`config.mk`:
```
export PLATFORM = sky130hd
export DESIGN_NAME = mem_arbiter
export DESIGN_NICKNAME = d
export VERILOG_FILES = /design/src/rtl/mem_arbiter.sv
export SDC_FILE = /design/constraint.sdc
export NUM_CORES = 1
export LEC_CHECK = 0
export ABC_AREA = 1
export CAP_MARGIN = 20
export CORE_MARGIN = 2
export CORE_UTILIZATION = 64
export CTS_BUF_LIST = sky130_fd_sc_hd__clkbuf_16
export DETAILED_ROUTE_END_ITERATION = 8
export DONT_BUFFER_PORTS = 1
export PLACE_DENSITY = 0.8
export RECOVER_POWER = 25
export REMOVE_ABC_BUFFERS = 1
export SYNTH_ARGS = -nofsm -noshare
export SYNTH_HDL_FRONTEND = slang
export SYNTH_SLANG_ARGS = --single-unit
```
`constraint.sdc`:
```
create_clock -name clk -period 9.6 [get_ports clk]
set_input_delay 1.92 -clock clk [delete_from_list [all_inputs] [get_ports clk]]
set_output_delay 1.92 -clock clk [all_outputs]
set_load 0.02 [all_outputs]
```
`src/rtl/mem_arbiter.sv`:
```
// mem_arbiter: sole owner of the byte-wide external memory port, serialising
// instruction fetches and load/store requests round-robin, one byte per cycle.
module mem_arbiter #(
  parameter int unsigned NICK_W = 5,
  parameter int unsigned LEN_W  = 3,
  parameter logic [1:0]  IO_HI  = 2'b11
) (
  input  logic              clk,
  input  logic              rst,
  input  logic              rdy,
  input  logic              clr,
  input  logic              iIF_en,
  input  logic [31:0]       iIF_addr,
  output logic              oIF_en,
  output logic [31:0]       oIF_dt,
  input  logic              iDC_en,
  input  logic              iDC_ls,
  input  logic [NICK_W-1:0] iDC_nick,
  input  logic [LEN_W-1:0]  iDC_len,
  input  logic [31:0]       iDC_addr,
  input  logic [31:0]       iDC_dt,
  output logic              oDC_busy,
  output logic              oDC_en,
  output logic [NICK_W-1:0] oDC_nick,
  output logic [31:0]       oDC_dt,
  input  logic [7:0]        mem_din,
  output logic [7:0]        mem_dout,
  output logic [31:0]       mem_a,
  output logic              mem_wr,
  input  logic              io_buffer_full
);

  typedef enum logic [1:0] {S_IDLE = 2'd0, S_READ = 2'd1, S_WRITE = 2'd2} state_e;

  state_e            state_q, state_d;
  logic [LEN_W-1:0]  cnt_q, cnt_d, len_q, len_d;
  logic              own_dc_q, own_dc_d, last_dc_q, last_dc_d;
  logic              lat_v_q, lat_v_d, lat_ls_q, lat_ls_d;
  logic [NICK_W-1:0] lat_nick_q, lat_nick_d;
  logic [LEN_W-1:0]  lat_len_q, lat_len_d;
  logic [31:0]       lat_addr_q, lat_addr_d, lat_dt_q, lat_dt_d;
  logic [31:0]       rdata_q, rdata_d, mem_a_q, mem_a_d;
  logic [7:0]        mem_dout_q, mem_dout_d;
  logic              mem_wr_q, mem_wr_d;
  logic              oif_en_q, oif_en_d, odc_en_q, odc_en_d;
  logic [31:0]       oif_dt_q, oif_dt_d, odc_dt_q, odc_dt_d;
  logic [NICK_W-1:0] odc_nick_q, odc_nick_d;

  logic              if_pend_s, dc_pend_s, grant_dc_s, stall_s;
  logic [LEN_W-1:0]  nxt_s, cap_idx_s;
  logic [31:0]       rd_word_s;

  function automatic logic [7:0] byte_sel(input logic [31:0] w, input logic [LEN_W-1:0] idx);
    case (idx)
      LEN_W'(0): byte_sel = w[7:0];
      LEN_W'(1): byte_sel = w[15:8];
      LEN_W'(2): byte_sel = w[23:16];
      LEN_W'(3): byte_sel = w[31:24];
      default:   byte_sel = 8'h00;
    endcase
  endfunction

  function automatic logic [31:0] byte_ins(input logic [31:0] w, input logic [LEN_W-1:0] idx,
                                           input logic [7:0] b);
    byte_ins = w;
    case (idx)
      LEN_W'(0): byte_ins[7:0]   = b;
      LEN_W'(1): byte_ins[15:8]  = b;
      LEN_W'(2): byte_ins[23:16] = b;
      LEN_W'(3): byte_ins[31:24] = b;
      default:   byte_ins        = w;
    endcase
  endfunction

  // A done pulse is still visible while the fetcher drops its level request, so mask it.
  assign if_pend_s  = iIF_en && !oif_en_q && !clr;
  assign dc_pend_s  = lat_v_q && (lat_ls_q || !clr);
  assign grant_dc_s = dc_pend_s && (!if_pend_s || !last_dc_q);
  assign stall_s    = (lat_addr_q[17:16] == IO_HI) && io_buffer_full;
  assign nxt_s      = cnt_q + LEN_W'(1);
  assign cap_idx_s  = cnt_q - LEN_W'(1);
  assign rd_word_s  = byte_ins(rdata_q, cap_idx_s, mem_din);

  // Next-state: request latch, arbitration and byte sequencing.
  always_comb begin
    state_d    = state_q;    cnt_d      = cnt_q;      len_d      = len_q;
    own_dc_d   = own_dc_q;   last_dc_d  = last_dc_q;  lat_v_d    = lat_v_q;
    lat_ls_d   = lat_ls_q;   lat_nick_d = lat_nick_q; lat_len_d  = lat_len_q;
    lat_addr_d = lat_addr_q; lat_dt_d   = lat_dt_q;   rdata_d    = rdata_q;
    mem_a_d    = mem_a_q;    mem_dout_d = mem_dout_q; mem_wr_d   = mem_wr_q;
    oif_en_d   = 1'b0;       oif_dt_d   = oif_dt_q;   odc_en_d   = 1'b0;
    odc_nick_d = odc_nick_q; odc_dt_d   = odc_dt_q;

    if (iDC_en && !lat_v_q && (!clr || iDC_ls)) begin
      lat_v_d    = 1'b1;
      lat_ls_d   = iDC_ls;
      lat_nick_d = iDC_nick;
      lat_len_d  = iDC_len;
      lat_addr_d = iDC_addr;
      lat_dt_d   = iDC_dt;
    end else if (clr && lat_v_q && !lat_ls_q) begin
      lat_v_d = 1'b0;
    end else begin
      lat_v_d = lat_v_q;
    end

    case (state_q)
      S_IDLE: begin
        if (grant_dc_s) begin
          own_dc_d  = 1'b1;
          last_dc_d = 1'b1;
          len_d     = lat_len_q;
          cnt_d     = LEN_W'(0);
          mem_a_d   = lat_addr_q;
          rdata_d   = 32'h0000_0000;
          if (lat_ls_q) begin
            state_d    = S_WRITE;
            mem_dout_d = lat_dt_q[7:0];
            mem_wr_d   = !stall_s;
          end else begin
            state_d = S_READ;
          end
        end else if (if_pend_s) begin
          state_d   = S_READ;
          own_dc_d  = 1'b0;
          last_dc_d = 1'b0;
          len_d     = LEN_W'(4);
          cnt_d     = LEN_W'(0);
          mem_a_d   = iIF_addr;
          rdata_d   = 32'h0000_0000;
        end else begin
          state_d = S_IDLE;
        end
      end
      // cnt_q is the byte being issued; the byte returned now belongs to cnt_q-1.
      S_READ: begin
        if (clr) begin
          state_d = S_IDLE;
        end else if (cnt_q == len_q) begin
          state_d = S_IDLE;
          if (own_dc_q) begin
            odc_en_d   = 1'b1;
            odc_nick_d = lat_nick_q;
            odc_dt_d   = rd_word_s;
            lat_v_d    = 1'b0;
          end else begin
            oif_en_d = 1'b1;
            oif_dt_d = rd_word_s;
          end
        end else begin
          if (cnt_q != LEN_W'(0)) begin
            rdata_d = rd_word_s;
          end else begin
            rdata_d = rdata_q;
          end
          cnt_d = nxt_s;
          if (nxt_s < len_q) begin
            mem_a_d = mem_a_q + 32'd1;
          end else begin
            mem_a_d = mem_a_q;
          end
        end
      end
      // mem_wr_q low means the current byte is still waiting on the IO FIFO.
      S_WRITE: begin
        if (mem_wr_q) begin
          if (nxt_s == len_q) begin
            state_d  = S_IDLE;
            mem_wr_d = 1'b0;
            lat_v_d  = 1'b0;
          end else begin
            cnt_d      = nxt_s;
            mem_a_d    = mem_a_q + 32'd1;
            mem_dout_d = byte_sel(lat_dt_q, nxt_s);
            mem_wr_d   = !stall_s;
          end
        end else begin
          mem_wr_d = !stall_s;
        end
      end
      default: begin
        state_d  = S_IDLE;
        mem_wr_d = 1'b0;
      end
    endcase
  end

  // State registers; rdy low freezes everything.
  always_ff @(posedge clk or posedge rst) begin
    if (rst) begin
      state_q    <= S_IDLE;        cnt_q      <= '0;           len_q      <= '0;
      own_dc_q   <= 1'b0;          last_dc_q  <= 1'b1;         lat_v_q    <= 1'b0;
      lat_ls_q   <= 1'b0;          lat_nick_q <= '0;           lat_len_q  <= '0;
      lat_addr_q <= 32'h0000_0000; lat_dt_q   <= 32'h0000_0000;
      rdata_q    <= 32'h0000_0000; mem_a_q    <= 32'h0000_0000;
      mem_dout_q <= 8'h00;         mem_wr_q   <= 1'b0;
      oif_en_q   <= 1'b0;          oif_dt_q   <= 32'h0000_0000;
      odc_en_q   <= 1'b0;          odc_nick_q <= '0;           odc_dt_q   <= 32'h0000_0000;
    end else if (rdy) begin
      state_q    <= state_d;       cnt_q      <= cnt_d;        len_q      <= len_d;
      own_dc_q   <= own_dc_d;      last_dc_q  <= last_dc_d;    lat_v_q    <= lat_v_d;
      lat_ls_q   <= lat_ls_d;      lat_nick_q <= lat_nick_d;   lat_len_q  <= lat_len_d;
      lat_addr_q <= lat_addr_d;    lat_dt_q   <= lat_dt_d;
      rdata_q    <= rdata_d;       mem_a_q    <= mem_a_d;
      mem_dout_q <= mem_dout_d;    mem_wr_q   <= mem_wr_d;
      oif_en_q   <= oif_en_d;      oif_dt_q   <= oif_dt_d;
      odc_en_q   <= odc_en_d;      odc_nick_q <= odc_nick_d;   odc_dt_q   <= odc_dt_d;
    end
  end

  // The data requester must never pulse while the latch is occupied.
  a_no_pulse_when_busy: assert property (@(posedge clk) disable iff (rst)
    (rdy && iDC_en) |-> !lat_v_q);

  assign oIF_en   = oif_en_q;
  assign oIF_dt   = oif_dt_q;
  assign oDC_busy = lat_v_q;
  assign oDC_en   = odc_en_q;
  assign oDC_nick = odc_nick_q;
  assign oDC_dt   = odc_dt_q;
  assign mem_a    = mem_a_q;
  assign mem_dout = mem_dout_q;
  assign mem_wr   = mem_wr_q && rdy;

endmodule
```
==> flow_summary_export.csv <==
group,metric,value,unit
placed_design,dp_cells,1708,
clock_tree,holdBufCountCts,0,
final_layout,layout_common_cells,"674 x nand2_1, 227 x dfrtp_1, 155 x inv_1",
route,drtIter0Drc,632,
outcome,violations,"capacitance limit, slew limit",
clock_tree,htree_levels,1,
critical_path,worst_path_max_delay_cell,"clkbuf_1",
clock_tree,clk_latency,0.52,ns
critical_path,path_cells,"inv_1 > nand2_1 > nand3_1 > clkbuf_1 > inv_2 > buf_4 > o21ai_0 > nand2_1",
global_route,grt_max_degree,86,
clock_tree,clockBufferDepth,3,
clock_tree,cts_buffers,24,
floorplanning,die_area,18910,sq um
logic_synthesis,synth.avg_cell_area,7.431,sq um
critical_path,timing.rr.start,"oDC_busy",
critical_path,end_kind,"flip-flop",
critical_path,path_class,"input pin to flip-flop",
logic_synthesis,synthDistinctLibCells,34,
timing,hold_viol_final,0,
clock_tree,cts_resized,0,
logic_synthesis,ys_ff_latch,228,
global_route,grt_pass1_vias,9183,
timing,worst-slew-pin-transition,3.750,ns
timing,setup_ws,4.989,ns
power,ir_drop,0.2325,mV
route,wire_per_inst,16.03,microns
final_layout,fin_nets,1645,
floorplanning,boundaryPins,233,
clock_tree,post_cts.repair.setup_buffers,0,
placed_design,dp_slack,5.573,ns
critical_path,cp-startpoint,"iDC_ls",
global_route,grt-ovfl-total,0,
job,maxCapViolCount,2,
timing,maxSlewHeadroom,-151.4,%
placed_design,dp_hpwl,19200,microns
final_layout,final-instance-count-excl-fill,1754,
global_route,grt_usage,29.75,%
floorplanning,start_util,65.72,%
final_layout,layout-drive-gt1-share,4.840,%
route,via_per_inst,5.494,
route,vias,9637,
hold_path,min_from,"rdata_q[9]",
route,drt_first_pass_iters,7,
route,drtAntennaViolNets,0,
hold_path,min_path_type,"flip-flop to flip-flop",
placed_design,portBuffers,0,
final_layout,area_growth,8.063,%
logic_synthesis,ys_warn_count,0,
critical_path,required,9.99,ns
route,drc,0,
logic_synthesis,postSynthCellCount,1535,
clock_tree,cts_tree,"done",
critical_path,startpoint_type,"input pin",
critical_path,cp_max_fo,72,
global_route,antenna_found_initial,0,
timing,min_period_over_period,48.03,%
logic_synthesis,ys_seq_area_share,50.03,%
timing,period_needed,4.611,ns
floorplanning,fp.dieH,137.5,microns
final_layout,antenna_cells,0,
placed_design,gp_congestion,0.9278,
final_layout,design_area,12330,sq um
route,routed_wirelength,28120,microns
clock_tree,clk_pin_slew_worst_paths,0.06,ns
outcome,status,"complete, but fails checks",
final_layout,nFillCells,1368,
final_layout,post-route-util,71.01,%
floorplanning,core,17360,sq um
floorplanning,rows,48,
timing,setup_viol,0,
critical_path,cpPeakStageDelay,1.31,ns
power,p_leak,6.475,nW
timing,maxSlewViolCount,130,
floorplanning,fp.dieW,137.5,microns
clock_tree,cts_root_buffer,"clkbuf_16",
placed_design,place_area,11440,sq um
critical_path,worst_path_most_repeated_cell,"nand2_1",
timing,fmax,216.9,MHz
timing,finClkSkew,0.01308,ns
clock_tree,clock_sink_count,228,
critical_path,arrival,5.00,ns
logic_synthesis,synth_area,11410,sq um
final_layout,layout_commonest_cell,"nand2_1",
timing,rsz0062_at_grt,"no",
timing,setup_tns,0,ns
global_route,grt_pass1_wl,44770,microns
power,p_per_area,319.8,nW/um^2
==> where the power goes <==
part / leakage (nW) / total [mW] / internal [mW] / switching (mW)
clock network: 0.427 / 0.985 / 0.605 / 0.379
logic: 3.06 / 1.26 / 0.420 / 0.836
registers: 2.99 / 1.70 / 1.28 / 0.423
==> critical path: cells and delay by family <==
family / cells / cell delay [ns]
AOI/OAI and AO/OA: 1 / 0.27
and+or+nand+nor: 3 / 0.21
buffers and inverters: 4 / 2.56
==> synthesized netlist by cell type (all sizes together) <==
master,instances,area (sq um)
a21boi,1,7.510
a21oi,21,105.1
a31oi,1,6.260
buf,44,259.0
clkbuf,18,68.81
dfrtp,227,5680
dfstp,1,26.28
ha,14,175.2
inv,158,593.1
nand2,678,2560
nand3,50,260.3
nand4,7,43.79
nor2,89,361.6
nor3,2,32.53
o2111ai,1,15.01
o211ai,16,120.1
o21ai,187,943.4
o21bai,2,15.01
o22ai,7,43.79
or2,3,18.77
xnor2,1,8.760
xor2,7,61.31
==> worst paths after layout <==
kind,end,slack [ns],cells after the start
worst max-delay path,oDC_busy,4.99,8
worst min-delay path,rdata_q[9],0.47,2
worst max register to register,oDC_busy,5.83,7
worst min register to register,rdata_q[9],0.47,2
max in group asynchronous,mem_dout[0],5.16,2
min in group asynchronous,oIF_dt[14],2.41,1
==> layer usage <==
metal | vias to the layer above | routed length (microns) | track usage, %
met1 | 4461 | 11140 | 37.64
met3 | 53 | 2906 | 9.345
met5 | - | 0 | 0
met4 | 0 | 647 | 8.018
met2 | 366 | 13430 | 49.67
li1 | 4757 | - | -
==> final cells by class <==
class | instances | area, sq um | share of cell area (%)
clock inverters | 19 | 216.5 | 1.756
clock buffers | 25 | 625.6 | 5.076
well taps | 225 | 281.5 | 2.284
repair buffers | 12 | 122.6 | 0.9948
multi-input cells | 1087 | 4778 | 38.77
flip-flops and latches | 228 | 5707 | 46.30
inverters | 158 | 594.3 | 4.822
==> metrics by stage <==
stage	hold slack, ns	total power [mW]
after global routing	0.5001	4.226
after CTS	0.4727	3.928
after floorplan	0.4419	2.557
after detailed placement	0.4590	2.932
after global placement	0.4526	2.873
final	0.4698	3.942
==> state kept, by name, indices dropped and copies added, names as in the netlist <==
name	cells
oDC_nick	5
own_dc_q	1
oDC_dt	32
state_q	2
oIF_en	1
lat_dt_q	32
mem_dout	8
len_q	3
mem_wr_q	1
rdata_q	32
lat_len_q	3
lat_ls_q	1
cnt_q	3
oDC_busy	1
mem_a	32
last_dc_q	1
oIF_dt	32
lat_addr_q	32
lat_nick_q	5
oDC_en	1
==> kinds of logic after synthesis <==
group	after synthesis	share of synthesized area, %
flip-flops	228	50.03
AND/OR/NAND/NOR	829	28.73
XOR/XNOR	8	0.6143
buffers and inverters	220	8.074
AO/OA/AOI/OAI	236	11.01
adder cells (fa/ha/maj)	14	1.536
(Power assumes the default switching activity.)
